[src/rtl/load_store_unit.sv]
// Load/store sequencer: routes one access per start pulse to byte-addressable RAM or the write-only MMIO window.
// Latency: RAM 3+ cycles start->done (same-cycle ack), MMIO write 3 cycles, rejected access 2 cycles.
// Backpressure: start is ignored while busy; RAM request is held until mem_ack or the watchdog expires.
module load_store_unit #(
   parameter int                DATA_W      = 32,
   parameter logic [DATA_W-1:0] MMIO_BASE   = 'h0007_0000,
   parameter int                MMIO_ADDR_W = 13,
   parameter int                TIMEOUT     = 255
) (
   input  logic                   clk,
   input  logic                   rst,
   input  logic                   start,
   input  logic                   op_load,
   input  logic [1:0]             size,
   input  logic                   unsigned_load,
   input  logic [DATA_W-1:0]      addr,
   input  logic [DATA_W-1:0]      wdata,
   output logic                   busy,
   output logic                   done,
   output logic [DATA_W-1:0]      rdata,
   output logic                   err_align,
   output logic                   err_timeout,
   output logic                   mem_req,
   output logic                   mem_we,
   output logic [DATA_W-1:0]      mem_addr,
   output logic [DATA_W/8-1:0]    mem_be,
   output logic [DATA_W-1:0]      mem_wdata,
   input  logic [DATA_W-1:0]      mem_rdata,
   input  logic                   mem_ack,
   output logic                   mmio_we,
   output logic [MMIO_ADDR_W-1:0] mmio_addr,
   output logic [DATA_W-1:0]      mmio_wdata
);

   localparam int BE_W  = DATA_W / 8;
   localparam int OFF_W = $clog2(BE_W);
   // A disabled watchdog still needs a legal one-bit counter
   localparam int CNT_W = (TIMEOUT > 0) ? $clog2(TIMEOUT + 1) : 1;

   localparam logic [2:0] S_IDLE    = 3'd0;
   localparam logic [2:0] S_RAM_REQ = 3'd1;
   localparam logic [2:0] S_MMIO_WR = 3'd2;
   localparam logic [2:0] S_RESP    = 3'd3;
   localparam logic [2:0] S_ERR     = 3'd4;

   logic [2:0]          state;
   logic [2:0]          state_nxt;
   logic                op_load_q;
   logic [1:0]          size_q;
   logic                unsigned_q;
   logic [DATA_W-1:0]   addr_q;
   logic [DATA_W-1:0]   wdata_q;
   logic [CNT_W-1:0]    cnt;
   logic [DATA_W-1:0]   rdata_q;
   logic                err_align_q;
   logic                err_timeout_q;

   logic                misalign_in;
   logic                is_mmio_in;
   logic                to_hit;
   logic [OFF_W-1:0]    off;
   logic [OFF_W+2:0]    shift_bits;
   logic [DATA_W-1:0]   size_mask;
   logic [BE_W-1:0]     be_base;
   logic [DATA_W-1:0]   store_lane;
   logic [DATA_W-1:0]   ld_shift;
   logic                ld_sign;
   logic [DATA_W-1:0]   ld_ext;

   // Request classification on the raw inputs, used only at accept time
   always_comb begin
      misalign_in = 1'b0;
      case (size)
         2'b00:   misalign_in = 1'b0;
         2'b01:   misalign_in = addr[0];
         2'b10:   misalign_in = |addr[1:0];
         default: misalign_in = (DATA_W == 32) ? 1'b1 : |addr[2:0];
      endcase
      is_mmio_in = (addr >= MMIO_BASE);
   end

   // Watchdog fires on the last permitted wait cycle; an ack in that cycle still wins
   assign to_hit = (TIMEOUT != 0) && (cnt == CNT_W'(TIMEOUT - 1));

   // Lane steering, byte enables and load extension from the latched request
   always_comb begin
      off        = addr_q[OFF_W-1:0];
      shift_bits = {off, 3'b000};
      size_mask  = '1;
      be_base    = '1;
      ld_shift   = mem_rdata >> shift_bits;
      ld_sign    = ld_shift[DATA_W-1];
      case (size_q)
         2'b00: begin
            size_mask = DATA_W'(8'hFF);
            be_base   = BE_W'(1);
            ld_sign   = ld_shift[7];
         end
         2'b01: begin
            size_mask = DATA_W'(16'hFFFF);
            be_base   = BE_W'(3);
            ld_sign   = ld_shift[15];
         end
         2'b10: begin
            size_mask = DATA_W'(32'hFFFF_FFFF);
            be_base   = BE_W'(15);
            ld_sign   = ld_shift[31];
         end
         default: begin
            size_mask = '1;
            be_base   = '1;
            ld_sign   = ld_shift[DATA_W-1];
         end
      endcase
      store_lane = (wdata_q & size_mask) << shift_bits;
      ld_ext     = (ld_shift & size_mask) |
                   ((!unsigned_q && ld_sign) ? ~size_mask : '0);
   end

   // Next-state selection
   always_comb begin
      state_nxt = state;
      case (state)
         S_IDLE: begin
            if (start) begin
               if (misalign_in)
                  state_nxt = S_ERR;
               else if (is_mmio_in)
                  state_nxt = op_load ? S_ERR : S_MMIO_WR;
               else
                  state_nxt = S_RAM_REQ;
            end
         end
         S_RAM_REQ: begin
            if (mem_ack)
               state_nxt = S_RESP;
            else if (to_hit)
               state_nxt = S_ERR;
         end
         S_MMIO_WR: state_nxt = S_RESP;
         S_RESP:    state_nxt = S_IDLE;
         S_ERR:     state_nxt = S_IDLE;
         default:   state_nxt = S_IDLE;
      endcase
   end

   // State register; reset aborts any access in flight
   always_ff @(posedge clk or negedge rst) begin
      if (!rst)
         state <= S_IDLE;
      else
         state <= state_nxt;
   end

   // Request latch, watchdog count, result and sticky error flags
   always_ff @(posedge clk or negedge rst) begin
      if (!rst) begin
         op_load_q     <= 1'b0;
         size_q        <= 2'b00;
         unsigned_q    <= 1'b0;
         addr_q        <= '0;
         wdata_q       <= '0;
         cnt           <= '0;
         rdata_q       <= '0;
         err_align_q   <= 1'b0;
         err_timeout_q <= 1'b0;
      end else begin
         case (state)
            S_IDLE: begin
               if (start) begin
                  op_load_q     <= op_load;
                  size_q        <= size;
                  unsigned_q    <= unsigned_load;
                  addr_q        <= addr;
                  wdata_q       <= wdata;
                  cnt           <= '0;
                  err_align_q   <= misalign_in;
                  err_timeout_q <= 1'b0;
                  // Rejected accesses (misaligned or MMIO read) return zero
                  if (misalign_in || (is_mmio_in && op_load))
                     rdata_q <= '0;
               end
            end
            S_RAM_REQ: begin
               if (mem_ack)
                  rdata_q <= op_load_q ? ld_ext : '0;
               else if (to_hit) begin
                  err_timeout_q <= 1'b1;
                  rdata_q       <= '0;
               end else if (TIMEOUT != 0)
                  cnt <= cnt + CNT_W'(1);
            end
            S_MMIO_WR: rdata_q <= '0;
            default: ;
         endcase
      end
   end

   assign busy        = (state != S_IDLE);
   assign done        = (state == S_RESP) || (state == S_ERR);
   assign rdata       = rdata_q;
   assign err_align   = err_align_q;
   assign err_timeout = err_timeout_q;

   // RAM bus is driven only while a request is outstanding
   assign mem_req   = (state == S_RAM_REQ);
   assign mem_we    = mem_req & ~op_load_q;
   assign mem_addr  = mem_req ? {addr_q[DATA_W-1:OFF_W], OFF_W'(0)} : '0;
   assign mem_be    = mem_req ? (be_base << off) : '0;
   assign mem_wdata = mem_req ? store_lane : '0;

   assign mmio_we    = (state == S_MMIO_WR);
   assign mmio_addr  = addr_q[MMIO_ADDR_W-1:0];
   assign mmio_wdata = wdata_q;

endmodule

[config.mk]
export PLATFORM = sky130hd
export DESIGN_NAME = load_store_unit
export DESIGN_NICKNAME = d
export VERILOG_FILES = /design/src/rtl/load_store_unit.sv
export SDC_FILE = /design/constraint.sdc
export NUM_CORES = 1
export LEC_CHECK = 0
export CAP_MARGIN = 20
export CORE_MARGIN = 8
export CORE_UTILIZATION = 35
export CTS_CLUSTER_SIZE = 14
export DETAILED_ROUTE_END_ITERATION = 8
export PLACE_DENSITY_LB_ADDON = 0.2
export RECOVER_POWER = 25
export SYNTH_ARGS = -nofsm -noshare
export SYNTH_HDL_FRONTEND = slang
export SYNTH_SLANG_ARGS = --single-unit
[constraint.sdc]
create_clock -name clk -period 2.45 [get_ports clk]
set_input_delay 0.49 -clock clk [delete_from_list [all_inputs] [get_ports clk]]
set_output_delay 0.49 -clock clk [all_outputs]
set_load 0.01 [all_outputs]
==> results.json, run 1 <==
{
  "status": "finished clean",
  "grt_pass1_wl_um": 35500,
  "yosys_warnings": 0,
  "cts_hold_buf": 0,
  "syn-instance-count": 712,
  "grt_pass1_vias": 6216,
  "syn2layout_area_growth_pct": 54.0,
  "slew_headroom_pct": 26.4,
  "p_leak_nw": 4.27,
  "powerDensity_nw_per_um2": 1150,
  "crit_path_top_delay_cell": "or3b_4",
  "initial_core_util_pct": 35.2,
  "cap_violations": 0,
  "yosysSeqAreaShare_pct": 47.1,
  "track_usage_pct": 21.1,
  "drc": 0,
  "reg2reg_depth": 7,
  "endpoint_kind": "output pin",
  "drtAntennaViolNets": 0,
  "clock_latency_ns": 0.41,
  "cp_num_buf_inv": 3,
  "ys_ff_latch": 113,
  "numCtsBuffers": 17,
  "critPathMaxStageDelay_ns": 0.42,
  "busiest_layer": "met2",
  "max_freq_mhz": 420,
  "dpl_cell_area_um2": 8810,
  "dr_total_vias": 5917,
  "grt_max_degree": 76,
  "die-width_um": 147,
  "die_y_um": 147,
  "cts_max_path_buffers": 2,
  "required_ns": 1.96,
  "hold_class": "input port to async pin",
  "finalSetupViolCount": 0,
  "final_common_cell": "nand2_1",
  "finalCriticalPeriod_ns": 2.38,
  "grt-ovfl-total": 0,
  "ir_drop_mv": 0.623,
  "arrival_ns": 1.89,
  "synthDistinctLibCells": 46,
  "die_area_um2": 21600,
  "n_antenna_cell": 0,
  "row_count": 48,
  "fin_nets": 1067,
  "crit_family": "simple AND/OR/NAND/NOR gates",
  "synth-edff-count": 0,
  "portBuffers": 253,
  "ios": 256,
  "timing.final.crit_share_pct": 97.1,
  "cp-start-kind": "flop",
  "fin_skew_ns": 0.00657,
  "cp_cell_sequence": "or3b_4 -> clkinv_4 -> nand2b_4 -> nor2_4 -> buf_6 -> and2_1 -> buf_2",
  "htree_levels": 4,
  "syn_area_um2": 6000,
  "place.gp.congestion": 0.804,
  "use_met3_pct": 7.72,
  "crit_type": "flop to output pin",
  "clock_sinks": 113,
  "cts_root_buf": "clkbuf_16",
  "crit_path_max_fanout": 4,
  "worstMarginPinSlew_ns": 1.10,
  "hpwl_um": 16700,
  "wire_per_inst_um": 18.8,
  "core_area_um2": 17100,
  "whs_ns": 0.210,
  "drive_above_1_share_pct": 17.6,
  "final_cell_mix": "nand2_1, clkdlybuf4s50_1, dfrtp_1",
  "rsz0062_at_grt": "true",
  "reg2reg_slack_ns": 0.38,
  "cts_tree": "yes",
  "dr.pass1.iters": 4,
  "wl_um": 22500,
  "antenna_found_initial": 0,
  "grt_use_met2_pct": 34.4,
  "path_clk_slew_ns": 0.06,
  "drt_iter0_markers": 384,
  "timing_hold_violations_final": 0,
  "r2r-start": "state[1]$_DFFE_PN0P_",
  "ys.flop_type": "dfrtp_1",
  "slew_viol_final": 0,
  "grt_use_met1_pct": 25.1,
  "r2r_end": "rdata[3]$_DFFE_PN0P_",
  "fin_area_um2": 9250,
  "via_per_inst": 4.93,
  "async_flop_share_pct": 100,
  "syn_avg_cell_area_um2": 8.43
}
worst register-to-register path, cell delays in order (launching register included):
cell	delay [ns]
dfrtp_1	0.38
or3b_4	0.42
buf_4	0.21
a311oi_4	0.37
nor3b_2	0.12
o311ai_4	0.11
buf_12	0.23
o2bb2ai_1	0.15
where the power goes:
group	leakage [nW]	internal [mW]	switching, mW
sequential	1.46	2.51	0.658
combinational	2.55	2.36	2.88
clock	0.259	1.34	0.914
cells by family after synthesis:
kind of cell / after synthesis / synth area share [%]
AND/OR/NAND/NOR: 365 / 26.2
multiplexers: 24 / 4.33
XOR/XNOR: 6 / 0.875
flip-flops: 113 / 47.1
AO/OA/AOI/OAI: 133 / 15.4
adder cells (fa/ha/maj): 2 / 0.417
other: 1 / 0.0625
buffers and inverters: 68 / 5.61
flip-flops by register name, summed over array words and instances, names as in the netlist:
| signal | flops |
|---|---|
| size_q | 2 |
| rdata | 32 |
| addr_q | 32 |
| cnt | 8 |
| state | 3 |
| unsigned_q | 1 |
| err_timeout | 1 |
| op_load_q | 1 |
| err_align | 1 |
| mmio_wdata | 32 |
cell type report:
class	instances	area, um^2
well taps	225	282
clock buffers	20	457
inverters	5	23.8
repair buffers	292	2630
fillers	1618	7810
multi-input cells	532	2940
flip-flops and latches	113	2830
clock inverters	12	85.1
layer usage:
layer,vias to the layer above,routed length [um]
met5,-,0
met4,0,493
met3,30,1930
met2,201,10700
met1,2807,9340
li1,2879,-
synthesized netlist by cell type (all sizes together), types with 5 or more instances:
cell type	number	area share [%]
nand2	233	15
dfrtp	113	47
nor2	51	3.2
a21oi	43	3.6
and2	39	4.1
clkbuf	32	2.0
buf	31	3.3
o21ai	24	2.0
o2bb2ai	24	3.5
a211oi	18	2.3
mux2	16	3.0
nor2b	13	1.4
a22o	8	1.2
a32oi	8	1.2
mux2i	8	1.3
nand3	6	0.50
inv	5	0.31
nor3	5	0.42
xor2	5	0.73
how the worst max path moves through the flow:
stage                     startpoint                   end  slack [ns]  cells after the start
3_3_place_gp    state[2]$_DFFE_PN0P_         mem_wdata[24]      -0.002                      5
3_5_place_dp                addr[17]  rdata[3]$_DFFE_PN0P_       -0.02                      7
4_1_cts         state[2]$_DFFE_PN0P_             mem_be[3]       -0.21                      5
5_1_grt        addr_q[0]$_DFFE_PN0P_          mmio_addr[0]      -0.005                      2
2_1_floorplan   state[2]$_DFFE_PN0P_          mem_wdata[0]        0.15                      7
6_report        state[1]$_DFFE_PN0P_          mem_wdata[3]        0.07                      7
stage by stage:
stage	utilization, %	TNS, ns	std cells	setup WS, ns	power, mW
3_3_place_gp	51.7	-0.00230	1162	-0.00230	8.37
4_1_cts	54.9	-0.806	1198	-0.212	10.7
2_1_floorplan	-	0	713	0.145	5.94
5_1_grt	54.2	-0.0132	1199	-0.00528	11.5
3_5_place_dp	51.7	-0.366	1162	-0.0208	8.38
6_report	54.2	0	1199	0.0713	10.7
repair_timing:
action | 4_1_cts | 5_1_grt
endpoints found under the setup margin | 70 | 45
resized for setup | 146 | 92
pin swaps | 1 | 3
gates cloned | 1 | 0
setup buffers | 3 | 3
Note: power is estimated with default switching activity, not from simulation.
==> run 2, diff against run 1 <==
--- a/config.mk
+++ b/config.mk
@@ -6,6 +6,7 @@
 export NUM_CORES = 1
 export LEC_CHECK = 0
 export CAP_MARGIN = 20
+export CORE_ASPECT_RATIO = 0.6
 export CORE_MARGIN = 8
 export CORE_UTILIZATION = 35
 export CTS_CLUSTER_SIZE = 14
==> results.json, run 2 (same netlist as run 1, synthesis figures left out) <==
{
  "r2r-start": "state[1]$_DFFE_PN0P_",
  "dr_total_vias": 5881,
  "finalSetupViolCount": 0,
  "max_freq_mhz": 422,
  "slew_headroom_pct": -25.0,
  "wl_um": 23000,
  "track_usage_pct": 21.3,
  "crit_type": "flop to output pin",
  "cts_max_path_buffers": 2,
  "wire_per_inst_um": 19.0,
  "fin_nets": 1068,
  "cts_tree": "yes",
  "reg2reg_slack_ns": 0.35,
  "antenna_found_initial": 2,
  "r2r_end": "rdata[10]$_DFFE_PN0P_",
  "cp-start-kind": "flop",
  "syn2layout_area_growth_pct": 56.3,
  "path_clk_slew_ns": 0.06,
  "row_count": 37,
  "numCtsBuffers": 17,
  "final_common_cell": "nand2_1",
  "initial_core_util_pct": 35.4,
  "arrival_ns": 1.88,
  "timing_hold_violations_final": 0,
  "finalCriticalPeriod_ns": 2.37,
  "core_area_um2": 16900,
  "p_leak_nw": 4.31,
  "cap_violations": 1,
  "crit_path_end": "mem_addr[10]",
  "grt-ovfl-total": 0,
  "endpoint_kind": "output pin",
  "slew_viol_final": 34,
  "htree_levels": 4,
  "whs_path_depth": 2,
  "timing.final.crit_share_pct": 96.7,
  "place.gp.congestion": 0.846,
  "portBuffers": 253,
  "worstMarginPinSlew_ns": 1.88,
  "violations": "max-capacitance violations, max-slew violations",
  "drive_above_1_share_pct": 15.7,
  "hpwl_um": 17100,
  "ir_drop_mv": 0.572,
  "clock_latency_ns": 0.41,
  "powerDensity_nw_per_um2": 1180,
  "die-width_um": 185,
  "n_antenna_cell": 0,
  "required_ns": 1.96,
  "die_y_um": 117,
  "drtAntennaViolNets": 0,
  "hold_class": "flop to flop",
  "final_cell_mix": "nand2_1, clkdlybuf4s50_1, dfrtp_1",
  "grt_pass1_vias": 5983,
  "drt_iter0_markers": 413,
  "via_per_inst": 4.86,
  "cts_hold_buf": 0,
  "drc": 0,
  "die_area_um2": 21700,
  "clock_sinks": 113,
  "fin_skew_ns": 0.00953,
  "dr.pass1.iters": 5,
  "ios": 256,
  "crit_path_max_fanout": 33,
  "status": "finished with violations",
  "grt_pass1_wl_um": 36100,
  "tns_ns": 0,
  "cp-startpoint": "state[1]$_DFFE_PN0P_",
  "reg2reg_depth": 7,
  "grt_max_degree": 69,
  "cts_root_buf": "clkbuf_16",
  "final_util_pct": 55.4
}
[run 2: changes by cell type in the layout (fill, tap and decap cells not counted), sizes merged, moves of 2 or more]
cell,change
buf,+7
bufinv,+3
clkbuf,-16
clkdlybuf4s15,+9
clkinvlp,-2
[run 2: timing repair]
action / 4_1_cts / 5_1_grt
hold endpoints to repair: 0 / 0
setup endpoints to repair: 71 / 53
resized for setup: 144 / 78
gates cloned: 1 / 0
buffers inserted: 1 / 1
pin swaps: 1 / 3
[run 2: report_power, final]
part | internal [mW] | switching [mW]
clock network | 1.62 | 0.948
registers | 2.51 | 0.573
logic | 2.39 | 3.04
[run 2: final cells by class]
type | instances | area (um^2)
flip-flops and latches | 113 | 2830
repair buffers | 293 | 2720
inverters | 5 | 21.3
multi-input cells | 532 | 2910
clock buffers | 18 | 429
well taps | 234 | 293
clock inverters | 14 | 183
fillers | 1554 | 7560
[run 2: worst min-delay path by stage]
| stage | startpoint | to |
|---|---|---|
| after floorplan | rst | addr_q[0]$_DFFE_PN0P_ |
| after global placement | addr_q[27]$_DFFE_PN0P_ | addr_q[27]$_DFFE_PN0P_ |
| after detailed placement | addr_q[17]$_DFFE_PN0P_ | addr_q[17]$_DFFE_PN0P_ |
| after CTS | rst | addr_q[11]$_DFFE_PN0P_ |
| after global routing | addr_q[20]$_DFFE_PN0P_ | addr_q[20]$_DFFE_PN0P_ |
| final | addr_q[15]$_DFFE_PN0P_ | addr_q[15]$_DFFE_PN0P_ |
[run 2: metrics by stage]
stage / power, mW / area [um^2] / hold WS (ns) / std cells / setup WS, ns
3_5_place_dp: 8.52 / 8900 / 0.455 / 1176 / 0.0249
2_1_floorplan: 5.94 / 6010 / 0.194 / 713 / 0.145
6_report: 11.1 / 9390 / 0.463 / 1209 / 0.0815
5_1_grt: 11.8 / 9390 / 0.481 / 1209 / -0.00220
4_1_cts: 11.1 / 9470 / 0.0308 / 1210 / -0.149
3_3_place_gp: 8.50 / 8900 / 0.451 / 1176 / 0.0743
[run 2: critical path: stages, from the launching register on]
cell and delay, ns:
dfrtp_1 0.38, or3b_4 0.42, inv_4 0.10, buf_12 0.18, and2_1 0.13, dlygate4sd2_1 0.26
[run 2: per-layer routing]
layer / wire (um) / GRT usage (%)
met4: 182 / 4.23
met1: 10800 / 29.6
met2: 9720 / 30.8
met5: 0 / 0
met3: 2270 / 8.38
==> patch 1 (config.mk and constraints of run 1) <==
The parameter `DATA_W` goes from 32 to 64.
--- a/src/rtl/load_store_unit.sv
+++ b/src/rtl/load_store_unit.sv
@@ -2,7 +2,7 @@
 // Latency: RAM 3+ cycles start->done (same-cycle ack), MMIO write 3 cycles, rejected access 2 cycles.
 // Backpressure: start is ignored while busy; RAM request is held until mem_ack or the watchdog expires.
 module load_store_unit #(
-   parameter int                DATA_W      = 32,
+   parameter int                DATA_W      = 64,
    parameter logic [DATA_W-1:0] MMIO_BASE   = 'h0007_0000,
    parameter int                MMIO_ADDR_W = 13,
    parameter int                TIMEOUT     = 255
Ports: changed (8 resized); port bits go from 256 to 484. No check against the original RTL was run, so the function may have changed too.
==> patch 1 against run 1 <==
The run now ends with setup timing left. Total power is 140% higher. Hold slack better by 0.25 ns. Routed wire length grew to 2.7 times the old value. Synthesized cell count is 100% higher. Count of clock-buffer cells in the layout is 14 higher. Sequential cell count is 96 higher. Via count is 130% higher. Clock power is 71% higher. Area after synthesis is 100% higher. Worst setup slack worse by 0.49 ns. Critical path depth is 2 higher. Non-clock buffer count is 446 higher. Design area is 130% higher. Sequential power is 90% higher. Critical path type unchanged.
==> patch 1: results (changes against run 1) <==
| Metric | Value |
|---|---|
| Critical path arrival | 2.38 ns (+0.49 ns) |
| Initial DRC count | 1,156 (+200%) |
| Global Route Usage Sum | 26.9% (+5.8 points) |
| Post_cts resized | 469 (+220%) |
| Final worst slack | -0.418 ns (-0.490 ns) |
| Reg2reg end | rdata[61]$_DFFE_PN0P_ |
| Setup repair bufs after CTS | 21 (+18) |
| Top cells by area, synth | dfrtp_1 43%, nand2_1 14%, mux2i_1 4.9%, mux2_2 4.1%, and2_1 3.7% |
| Post-Route WL | 61,000 um (+170%) |
| Final setup vio count | 188 (+188) |
| Failing checks | setup timing |
| Synth Area in XOR/XNOR | 0.285% (-0.59 points) |
| Commonest cells post-synth | 450 x nand2_1, 209 x dfrtp_1, 111 x nor2_1 |
| IO Port Bufs | 480 (+90%) |
| Routed WL per cell | 23.8 um (+27%) |
| NonClk Buf Share | 33.4% (+4.9 points) |
| DPL Wire Length | 44,300 um (+170%) |
| First-pass GRT wire length | 86,200 um (+140%) |
| Sw Pwr | 11.2 mW (+150%) |
| HP Class | register to register |
| Met3 Use GR | 8.38% (+0.66 points) |
| Fraction of area in multi-input gates | 34.9% (+3.2 points) |
| Drt first pass iters | 5 (+1) |
| Clk_skew | 0.00930 ns (+0.00273 ns) |
| Critical Path End | mem_wdata[59] |
| Reg2reg setup slack | -0.25 ns (-0.63 ns) |
| # diodes | 1 (+1) |
| Internal | 14.7 mW (+140%) |
| Dpl ws | -0.345 ns (-0.324 ns) |
| Synthesized area per cell | 8.50 sq um (+0.76%) |
| Final nets | 2,293 (+110%) |
| P_seq | 6.02 mW (+90%) |
| Slowest cell on crit path | dfrtp_4 |
| Number of buffers created by CTS | 25 (+8) |
| Met1 track demand over resource | 32.6% (+7.5 points) |
| Largest net degree at the start of global routing | 61 (-20%) |
| Clock-cell share of area | 3.96% (-1.9 points) |
| Fraction of area in registers | 24.8% (-5.8 points) |
| Clock Latency Late Sink | 0.53 ns (+0.12 ns) |
| Placed inst area | 18,800 sq um (+110%) |
| Repair and plain buffers | 738 (+150%) |
| Clk buf depth | 3 (+1) |
| Seq cells | 209 (+85%) |
| Critical Path Start | addr_q[0]$_DFFE_PN0P_ |
| Ratio of cells with drive above 1 in the final layout | 32.1% (+15 points) |
| Setup tns final | -36.41 ns (-36.41 ns) |
| Gpl congestion | 0.898 (+12%) |
| Clock power frac | 14.9% (-6.3 points) |
| Post-Synth Adder-Cell Area | 0.203% (-0.21 points) |
| Largest stage delay, worst path | 0.58 ns (+0.16 ns) |
| Register area share after synthesis | 42.5% (-4.6 points) |
| Nonclk inv count | 10 (+5) |
| CTS Hold Bufs | 1 (+1) |
| Slew Limit Headroom | 17.0% (-9.4 points) |
| Area of the multi-input gates | 7390 sq um (+150%) |
| Largest fanout on the critical path | 8 (+4) |
| Status | complete, but fails checks |
| Maximum vdd drop | 0.000753 V (+21%) |
| Synth unique cells | 56 (+22%) |
| # rows | 68 (+42%) |
[patch 1: changes by cell type after synthesis, moves of 16 or more]
cell / run 1 / this run
buf_2: 2 / 18
clkbuf_1: 32 / 79
a22oi_1: 0 / 17
mux2_2: 16 / 45
nor2_1: 51 / 111
o21ai_0: 23 / 56
dfrtp_1: 113 / 209
a221o_1: 0 / 30
mux2i_1: 8 / 60
nand3_1: 6 / 32
a2bb2oi_1: 0 / 17
and2_1: 39 / 72
nand2_1: 233 / 450
a21oi_1: 43 / 21
[patch 1: metal layers]
| layer | vias to the layer above | wire (um) |
|---|---|---|
| met5 | - | 17 |
| met2 | 680 | 29100 |
| li1 | 6270 | - |
| met1 | 6645 | 23300 |
| met3 | 135 | 5860 |
| met4 | 2 | 2640 |
==> patch 2 (settings of run 1) <==
Without the edit above. Reset style: synchronous (`rst`), changed in 2 clocked blocks.
--- a/src/rtl/load_store_unit.sv
+++ b/src/rtl/load_store_unit.sv
@@ -145,7 +145,7 @@
    end
 
    // State register; reset aborts any access in flight
-   always_ff @(posedge clk or negedge rst) begin
+   always_ff @(posedge clk) begin
       if (!rst)
          state <= S_IDLE;
       else
@@ -153,7 +153,7 @@
    end
 
    // Request latch, watchdog count, result and sticky error flags
-   always_ff @(posedge clk or negedge rst) begin
+   always_ff @(posedge clk) begin
       if (!rst) begin
          op_load_q     <= 1'b0;
          size_q        <= 2'b00;
Check against the original RTL: differs if rst is asserted again (counterexample within 4 cycles, from zero or initial values and one cycle with rst low); with rst held inactive, the same outputs for 4 cycles.
==> patch 2 against run 1 <==
Critical endpoint is now mem_wdata[20]. Via count is 2.6% higher. Area after synthesis fell by 6.1%. Critical path type unchanged. Design area decreased by 2.1%. Worst setup slack got worse by 0.0077 ns. Routed wire length shrank 3.9%. Largest cell class unchanged. Sequential cell count unchanged.
Power is not compared: it rests on default switching activity, and its combinational part moved more than twofold at a synthesized area within 25%.
==> patch 2: results (changes against run 1) <==
| Metric | Value |
|---|---|
| Status | completed |
| Nonclk inv count | 6 (+1) |
| Largest stage delay, worst path | 0.38 ns (-0.04 ns) |
| Slew Limit Headroom | 46.0% (+20 points) |
| Fillers | 1,528 (-5.6%) |
| DPL Wire Length | 16,100 um (-3.5%) |
| Area Growth Syn to Fin | 60.5% |
| Global Route Usage Sum | 20.7% (-0.36 points) |
| Clock-cell share of area | 6.19% (+0.33 points) |
| Clk_skew | 0.00566 ns (-0.000912 ns) |
| Fraction of area in multi-input gates | 33.6% (+1.9 points) |
| Overall Power | 5.31 mW |
| Placed inst area | 8510 sq um (-3.5%) |
| Top cells by area, synth | dfxtp_1 40%, nand2_1 11%, a21oi_1 8.8%, and3_1 3.5%, nor2_1 3.5% |
| Sequential standard cell area | 2270 sq um (-20%) |
| Repair and plain buffers | 302 (+3.4%) |
| Seq cells | 113 (unchanged) |
| Register area share after synthesis | 40.1% (-7.0 points) |
| Via/cell ratio | 5.02 (+1.7%) |
| Top_reg_cell synth | dfxtp_1 |
| Final nets | 1,084 (+1.6%) |
| Routed WL per cell | 17.9 um (-4.7%) |
| Gpl congestion | 0.872 (+8.5%) |
| Compound-Gate Fraction of Synth Area | 21.7% (+6.4 points) |
| Initial antenna violation count | 2 (+2) |
| Top delay family on crit path | buffers and inverters |
| Synth Area in XOR/XNOR | 0.776% (-0.099 points) |
| Commonest cells post-synth | 166 x nand2_1, 113 x dfxtp_1, 99 x a21oi_1 |
| Drt first pass iters | 5 (+1) |
| # diodes | 2 (+2) |
| NonClk Buf Share | 31.9% (+3.4 points) |
| Post_cts resized | 50 (-66%) |
| Slowest cell on crit path | dfxtp_4 |
| Post-synthesis mux area share | 6.41% (+2.1 points) |
| Ratio of cells with drive above 1 in the final layout | 13.6% (-3.9 points) |
| Dpl ws | -0.0696 ns (-0.0488 ns) |
| Post-Layout Cell Count | 1,209 (+0.83%) |
| CTS clock-pin slew for the worst setup and hold paths | 0.06 ns (about the same) |
| Post-Synth Adder-Cell Area | 0.444% (+0.027 points) |
| Largest net degree at the start of global routing | 74 (-2.6%) |
| Multi-input logic cell count | 538 (+1.1%) |
-- patch 2: cell types whose count changed in the layout (fill, tap and decap cells not counted), moves of 19 or more --
cell,run 1,this run
a21oi_1,37,98
dlygate4sd3_1,0,19
nand2_1,232,164
and3_1,3,32
dfrtp_1,111,0
dfxtp_1,0,111
clkbuf_2,41,13
and2_1,38,9
-- patch 2: path summary, 6_finish.rpt --
kind                                 from                 endpoint  slack [ns]
setup / recovery   addr_q[0]$_SDFFE_PN0P_            mem_wdata[20]        0.06
hold reg to reg   addr_q[14]$_SDFFE_PN0P_  addr_q[14]$_SDFFE_PN0P_        0.45
hold / removal    addr_q[14]$_SDFFE_PN0P_  addr_q[14]$_SDFFE_PN0P_        0.45
setup reg to reg    state[0]$_SDFFE_PN0P_    rdata[4]$_SDFFE_PN0P_        0.24
-- patch 2: routing by layer --
layer	part of all wire, %	global-route usage, %	up-vias
met2	48	33.7	212
li1	-	-	3017
met5	0	0	-
met1	41	24.4	2810
met4	2.0	7.89	0
met3	8.9	7.55	29
